### config.mk
export PLATFORM = sky130hd
export DESIGN_NAME = tpi_hs_source
export DESIGN_NICKNAME = d
export VERILOG_FILES = /design/src/rtl/tpi_hs_source.sv
export SDC_FILE = /design/constraint.sdc
export NUM_CORES = 1
export LEC_CHECK = 0
export CAP_MARGIN = 25
export CORE_MARGIN = 2
export CORE_UTILIZATION = 48
export CTS_CLUSTER_DIAMETER = 120
export DETAILED_ROUTE_END_ITERATION = 8
export HOLD_SLACK_MARGIN = 0.03
export PLACE_DENSITY = 0.74
export SYNTH_ARGS = -nofsm -noshare
export SYNTH_HDL_FRONTEND = slang
export SYNTH_SLANG_ARGS = --single-unit
export TNS_END_PERCENT = 100
### constraint.sdc
create_clock -name clk -period 1.71 [get_ports clk]
set_clock_uncertainty 0.05 [all_clocks]
set_input_delay 0.342 -clock clk [delete_from_list [all_inputs] [get_ports clk]]
set_output_delay 0.342 -clock clk [all_outputs]
set_load 0.05 [all_outputs]
### src/rtl/tpi_hs_source.sv
// Port-A strobe handshake source for the 6525 TPI: FIFO-buffered bytes are driven
// on PA, strobed into PC3, and retired on the CA falling edge. Option: TPI_HS_TIMEOUT_EN.
module tpi_hs_source #(
  parameter int unsigned DEPTH       = 4,
  parameter int unsigned SETUP_LEN   = 2,
  parameter int unsigned STB_LEN     = 4,
  parameter int unsigned STB_POL     = 0,
  parameter int unsigned TIMEOUT_LEN = 65535
) (
  input  logic                       clk,
  input  logic                       reset,
  input  logic [7:0]                 in_data,
  input  logic                       in_valid,
  output logic                       in_ready,
  output logic [7:0]                 pa_data,
  output logic                       pa_oe,
  output logic                       strobe,
  input  logic                       ca,
  output logic                       busy,
  output logic [$clog2(DEPTH+1)-1:0] level,
  output logic                       timeout,
  input  logic                       timeout_clr
);

  localparam int unsigned AW     = $clog2(DEPTH);
  localparam int unsigned LW     = $clog2(DEPTH + 1);
  localparam int unsigned PH_MAX = (SETUP_LEN > STB_LEN) ? SETUP_LEN : STB_LEN;
  localparam int unsigned PW     = $clog2(PH_MAX + 1);
  localparam logic [PW-1:0] SETUP_LAST = PW'(SETUP_LEN - 1);
  localparam logic [PW-1:0] STB_LAST   = PW'(STB_LEN - 1);
  localparam logic          STB_ACT    = 1'(STB_POL);

  typedef enum logic [2:0] {
    S_IDLE,
    S_SETUP,
    S_STROBE,
    S_WAIT_ACK,
    S_HOLD
  } state_e;

  state_e        state_q, state_d;
  logic [PW-1:0] ph_cnt_q, ph_cnt_d;
  logic [AW-1:0] wr_ptr_q, wr_ptr_d;
  logic [AW-1:0] rd_ptr_q, rd_ptr_d;
  logic [LW-1:0] count_q, count_d;
  logic          ca_s1_q, ca_s1_d;
  logic          ca_s_q, ca_s_d;
  logic          ca_prev_q, ca_prev_d;
  logic [7:0]    mem_q [DEPTH];

  logic push_fire;
  logic pop;
  logic ack;

  assign in_ready  = (count_q != LW'(DEPTH));
  assign push_fire = in_valid & in_ready;
  assign ack       = ca_prev_q & ~ca_s_q;

  assign pa_oe   = (state_q != S_IDLE);
  assign busy    = (state_q != S_IDLE);
  assign pa_data = pa_oe ? mem_q[rd_ptr_q] : '0;
  assign strobe  = (state_q == S_STROBE) ? STB_ACT : ~STB_ACT;
  assign level   = count_q;

`ifdef TPI_HS_TIMEOUT_EN
  localparam logic [16:0] TO_LAST = 17'(TIMEOUT_LEN - 1);

  logic [16:0] to_cnt_q, to_cnt_d;
  logic        timeout_q, timeout_d;
  logic        to_set;

  assign timeout = timeout_q;
`else
  logic unused_ok;

  assign timeout   = 1'b0;
  assign unused_ok = timeout_clr ^ (TIMEOUT_LEN == 0);
`endif

  always_comb begin
    state_d   = state_q;
    ph_cnt_d  = ph_cnt_q;
    pop       = 1'b0;
    ca_s1_d   = ca;
    ca_s_d    = ca_s1_q;
    ca_prev_d = ca_s_q;
`ifdef TPI_HS_TIMEOUT_EN
    to_set    = 1'b0;
`endif

    case (state_q)
      S_IDLE: begin
        ph_cnt_d = '0;
        if ((count_q != '0) && !ca_s_q) state_d = S_SETUP;
      end
      S_SETUP: begin
        if (ph_cnt_q == SETUP_LAST) begin
          ph_cnt_d = '0;
          state_d  = S_STROBE;
        end else begin
          ph_cnt_d = ph_cnt_q + PW'(1);
        end
      end
      S_STROBE: begin
        if (ph_cnt_q == STB_LAST) begin
          ph_cnt_d = '0;
          state_d  = S_WAIT_ACK;
        end else begin
          ph_cnt_d = ph_cnt_q + PW'(1);
        end
      end
      S_WAIT_ACK: begin
        ph_cnt_d = '0;
        // Ack is tested first so it beats a simultaneous expiry.
        if (ack) begin
          state_d = S_HOLD;
        end
`ifdef TPI_HS_TIMEOUT_EN
        else if (to_cnt_q == TO_LAST) begin
          to_set  = 1'b1;
          pop     = 1'b1;
          state_d = S_IDLE;
        end
`endif
      end
      S_HOLD: begin
        ph_cnt_d = '0;
        pop      = 1'b1;
        if (((count_q > LW'(1)) || push_fire) && !ca_s_q) state_d = S_SETUP;
        else                                              state_d = S_IDLE;
      end
      default: state_d = S_IDLE;
    endcase

    wr_ptr_d = wr_ptr_q + AW'(push_fire);
    rd_ptr_d = rd_ptr_q + AW'(pop);
    count_d  = count_q + LW'(push_fire) - LW'(pop);
  end

`ifdef TPI_HS_TIMEOUT_EN
  always_comb begin
    to_cnt_d  = (state_q == S_WAIT_ACK) ? (to_cnt_q + 17'd1) : '0;
    timeout_d = timeout_q;
    if (timeout_clr) timeout_d = 1'b0;
    if (to_set)      timeout_d = 1'b1;
  end

  always_ff @(posedge clk) begin
    if (reset) begin
      to_cnt_q  <= '0;
      timeout_q <= 1'b0;
    end else begin
      to_cnt_q  <= to_cnt_d;
      timeout_q <= timeout_d;
    end
  end
`endif

  always_ff @(posedge clk) begin
    if (reset) begin
      state_q   <= S_IDLE;
      ph_cnt_q  <= '0;
      wr_ptr_q  <= '0;
      rd_ptr_q  <= '0;
      count_q   <= '0;
      ca_s1_q   <= 1'b0;
      ca_s_q    <= 1'b0;
      ca_prev_q <= 1'b0;
    end else begin
      state_q   <= state_d;
      ph_cnt_q  <= ph_cnt_d;
      wr_ptr_q  <= wr_ptr_d;
      rd_ptr_q  <= rd_ptr_d;
      count_q   <= count_d;
      ca_s1_q   <= ca_s1_d;
      ca_s_q    <= ca_s_d;
      ca_prev_q <= ca_prev_d;
    end
  end

  // Storage needs no reset: pa_data is gated by pa_oe and pointers are reset.
  always_ff @(posedge clk) begin
    if (push_fire) mem_q[wr_ptr_q] <= in_data;
  end

endmodule
==> flow_metrics.tcl <==
set metrics [dict create \
    antenna_cells 0 \
    drcViolationCount 0 \
    violations "negative setup slack" \
    dpl.hpwl_um 2800 \
    ys_types 35 \
    synthTopCellsByArea "edfxtp_1 46%, dfxtp_1 15%, mux4_2 8.7%" \
    clk_latency_ns 0.30 \
    post_drt_via_cell_ratio 5.24 \
    peakVddDrop_mv 1.00 \
    r2r_slack_ns -0.01 \
    cts_sinks 48 \
    fp-row-count 23 \
    worstPathCellList "buf_8 > mux4_2 > nor2b_4 > buf_6" \
    stdcell_count 250 \
    drtAntennaViolNets 0 \
    post-route-period-util 1.17 \
    hold_viol_final 0 \
    finalSetupViolations 11 \
    r2r-start "level[1]" \
    cts.htree.levels 2 \
    clockBufferDepth 2 \
    synthCells 148 \
    crit_fanout 5 \
    die_h_um 69.8 \
    synth_largest_area_cell "edfxtp_1" \
    grt_max_degree 16 \
    gp_congestion 0.779 \
    core_area_um2 4090 \
    die_x_um 69.8 \
    cts_buffers 5 \
    grt.total_usage 0.172 \
    dieArea_um2 4880 \
    crit_slowest_cell "mux4_2" \
    syn_to_final_growth_pct 36.6 \
    ys_seq_area_frac 0.616 \
    cap_violations 0 \
    crit_path_end_kind "output port" \
    reg2reg_to "level[1]" \
    rsz0062_at_grt "true" \
    power.density_nw_per_um2 1290 \
    initial_utilization 0.509 \
    routed_wl_um 3850 \
    period_needed_ns 1.99 \
    path_depth 4 \
    vias 1310 \
    cp_data_arrival_time_ns 1.60 \
    fillers 283 \
    ys_warn_count 0 \
    slowest_delay_ns 0.50 \
    final_cell_mix "32 x edfxtp_1, 23 x buf_4, 14 x buf_6" \
    gr-total-overflow 0 \
    grt_pass1_vias 1361 \
    io_pins 29 \
    multi_input_area_um2 812 \
    synth_seq_cells 48 \
    dpl.cell_count 240 \
    area.sequential_um2 1300 \
    grt_pass1_wl_um 6340 \
    pre_cts_slack_ns -0.472 \
    crit_end "pa_data[6]" \
    synth_top_area_frac 0.462 \
    antenna_found_initial 0 \
    drtIter0Drc 63 \
    finalSetupTns_ns -2.33 \
    status "finished with violations" \
    holdBufCountCts 0 \
    hold_class "flip-flop to flip-flop" \
    path_clk_slew_ns 0.09 \
    syn_nets 171 \
    cts_root_buffer "clkbuf_8" \
    fin_nets 222 \
    r2r_cells 8 \
    maxSlewViolCount 0 \
    detail_route.first_pass.iterations 4 \
    netlist_area_um2 2080 \
    fmax_mhz 502 \
    cts_tree "done" \
    crit_path_start_kind "flip-flop" \
    crit_buf_inv 2 \
    critical_path.startpoint "rd_ptr_q[0]" \
    p_leak_nw 1.06 \
    avgSynthCellArea_um2 14.1 \
    wl_per_cell_um 15.4 \
    timing.final.ws_setup_ns -0.283 \
    layout_commonest_cell "edfxtp_1" \
    total_power_mw 3.65 \
    layout-drive-gt1-share 0.395 \
    holdPathStages 1 \
    portBuffers 26 \
    crit_type "flip-flop to output port" \
    cp_top_family "multiplexers" \
    worstPathRequired_ns 1.32 \
]
Yosys cell counts:
library cell	instances
xor2_1	1
o311ai_0	1
a21oi_1	5
nor2_1	6
nor4b_1	2
o22ai_1	1
ha_1	9
or3_1	2
dfxtp_1	16
inv_1	10
o221ai_1	1
o211ai_1	2
xnor2_1	2
nor3b_1	2
nand2_1	2
nor2b_1	17
fa_1	1
and3_1	1
buf_4	3
o21ai_0	1
nor3_2	1
or4_1	1
a211oi_1	1
buf_2	4
edfxtp_1	32
inv_2	1
mux4_2	8
nand3b_1	2
clkbuf_1	1
a22oi_1	2
conb_1	1
nand2b_1	3
nor3_1	3
a211o_1	1
o21a_1	2
registers in the layout, indices dropped and copies added, names as in the netlist:
| name | count |
|---|---|
| ca_prev_d | 1 |
| ca_prev_q | 1 |
| ca_s1_q | 1 |
| level | 3 |
| mem_q | 32 |
| ph_cnt_q | 3 |
| rd_ptr_q | 2 |
| state_q | 3 |
| wr_ptr_q | 2 |
layer usage:
metal | vias to the layer above | GRT usage | wire length (µm)
met5 | - | 0 | 0
met4 | 0 | 0.0769 | 70
met3 | 6 | 0.0378 | 184
met2 | 34 | 0.293 | 1970
met1 | 630 | 0.208 | 1630
li1 | 640 | - | -
worst min path at each step:
stage,to,from
5_1_grt,ca_prev_d,ca_s1_q
3_5_place_dp,ca_prev_d,ca_s1_q
6_report,ca_prev_d,ca_s1_q
3_3_place_gp,ca_prev_d,ca_s1_q
4_1_cts,ca_prev_d,ca_s1_q
2_1_floorplan,level[0],reset
power by group:
group / switching, mW / total, mW / internal [mW] / leakage (nW)
logic: 0.794 / 1.38 / 0.588 / 0.576
clock network: 0.369 / 0.802 / 0.433 / 0.0558
registers: 0.0841 / 1.47 / 1.39 / 0.428
total: 1.25 / 3.65 / 2.41 / 1.06
what timing repair did:
item | CTS | global route
hold endpoints to repair | 0 | 0
setup buffers | 2 | 0
gates resized for setup | 24 | 8
endpoints found under the setup margin | 12 | 12
pin swaps | 2 | 0
area by class of cell:
type,instances,area share
Clock buffer,5,0.0242
Clock inverter,3,0.0150
Sequential cell,48,0.458
Multi-Input combinational cell,81,0.286
Timing Repair Buffer,52,0.181
Inverter,11,0.0145
Tap cell,50,0.0220
kinds of logic (layout without fill, tap and decap cells):
| logic type | count (synthesis) | in the layout | share of synthesized area |
|---|---|---|---|
| simple gates | 42 | 42 | 0.122 |
| fa+ha+maj | 10 | 10 | 0.0637 |
| other cells | 1 | 1 | 0.00180 |
| flops | 48 | 48 | 0.616 |
| buf+inv | 19 | 71 | 0.0421 |
| mux | 8 | 8 | 0.0866 |
| compound gates | 17 | 17 | 0.0553 |
| xor+xnor | 3 | 3 | 0.0126 |
stage by stage:
step,util,hold slack [ns],area [µm²]
after CTS,0.689,0.413,2810
after detailed placement,0.636,0.397,2600
after global routing,0.695,0.436,2840
after floorplan,-,0.354,2140
final,0.695,0.409,2840
after global placement,0.636,0.377,2600
Note: power is estimated with default switching activity, not from simulation.
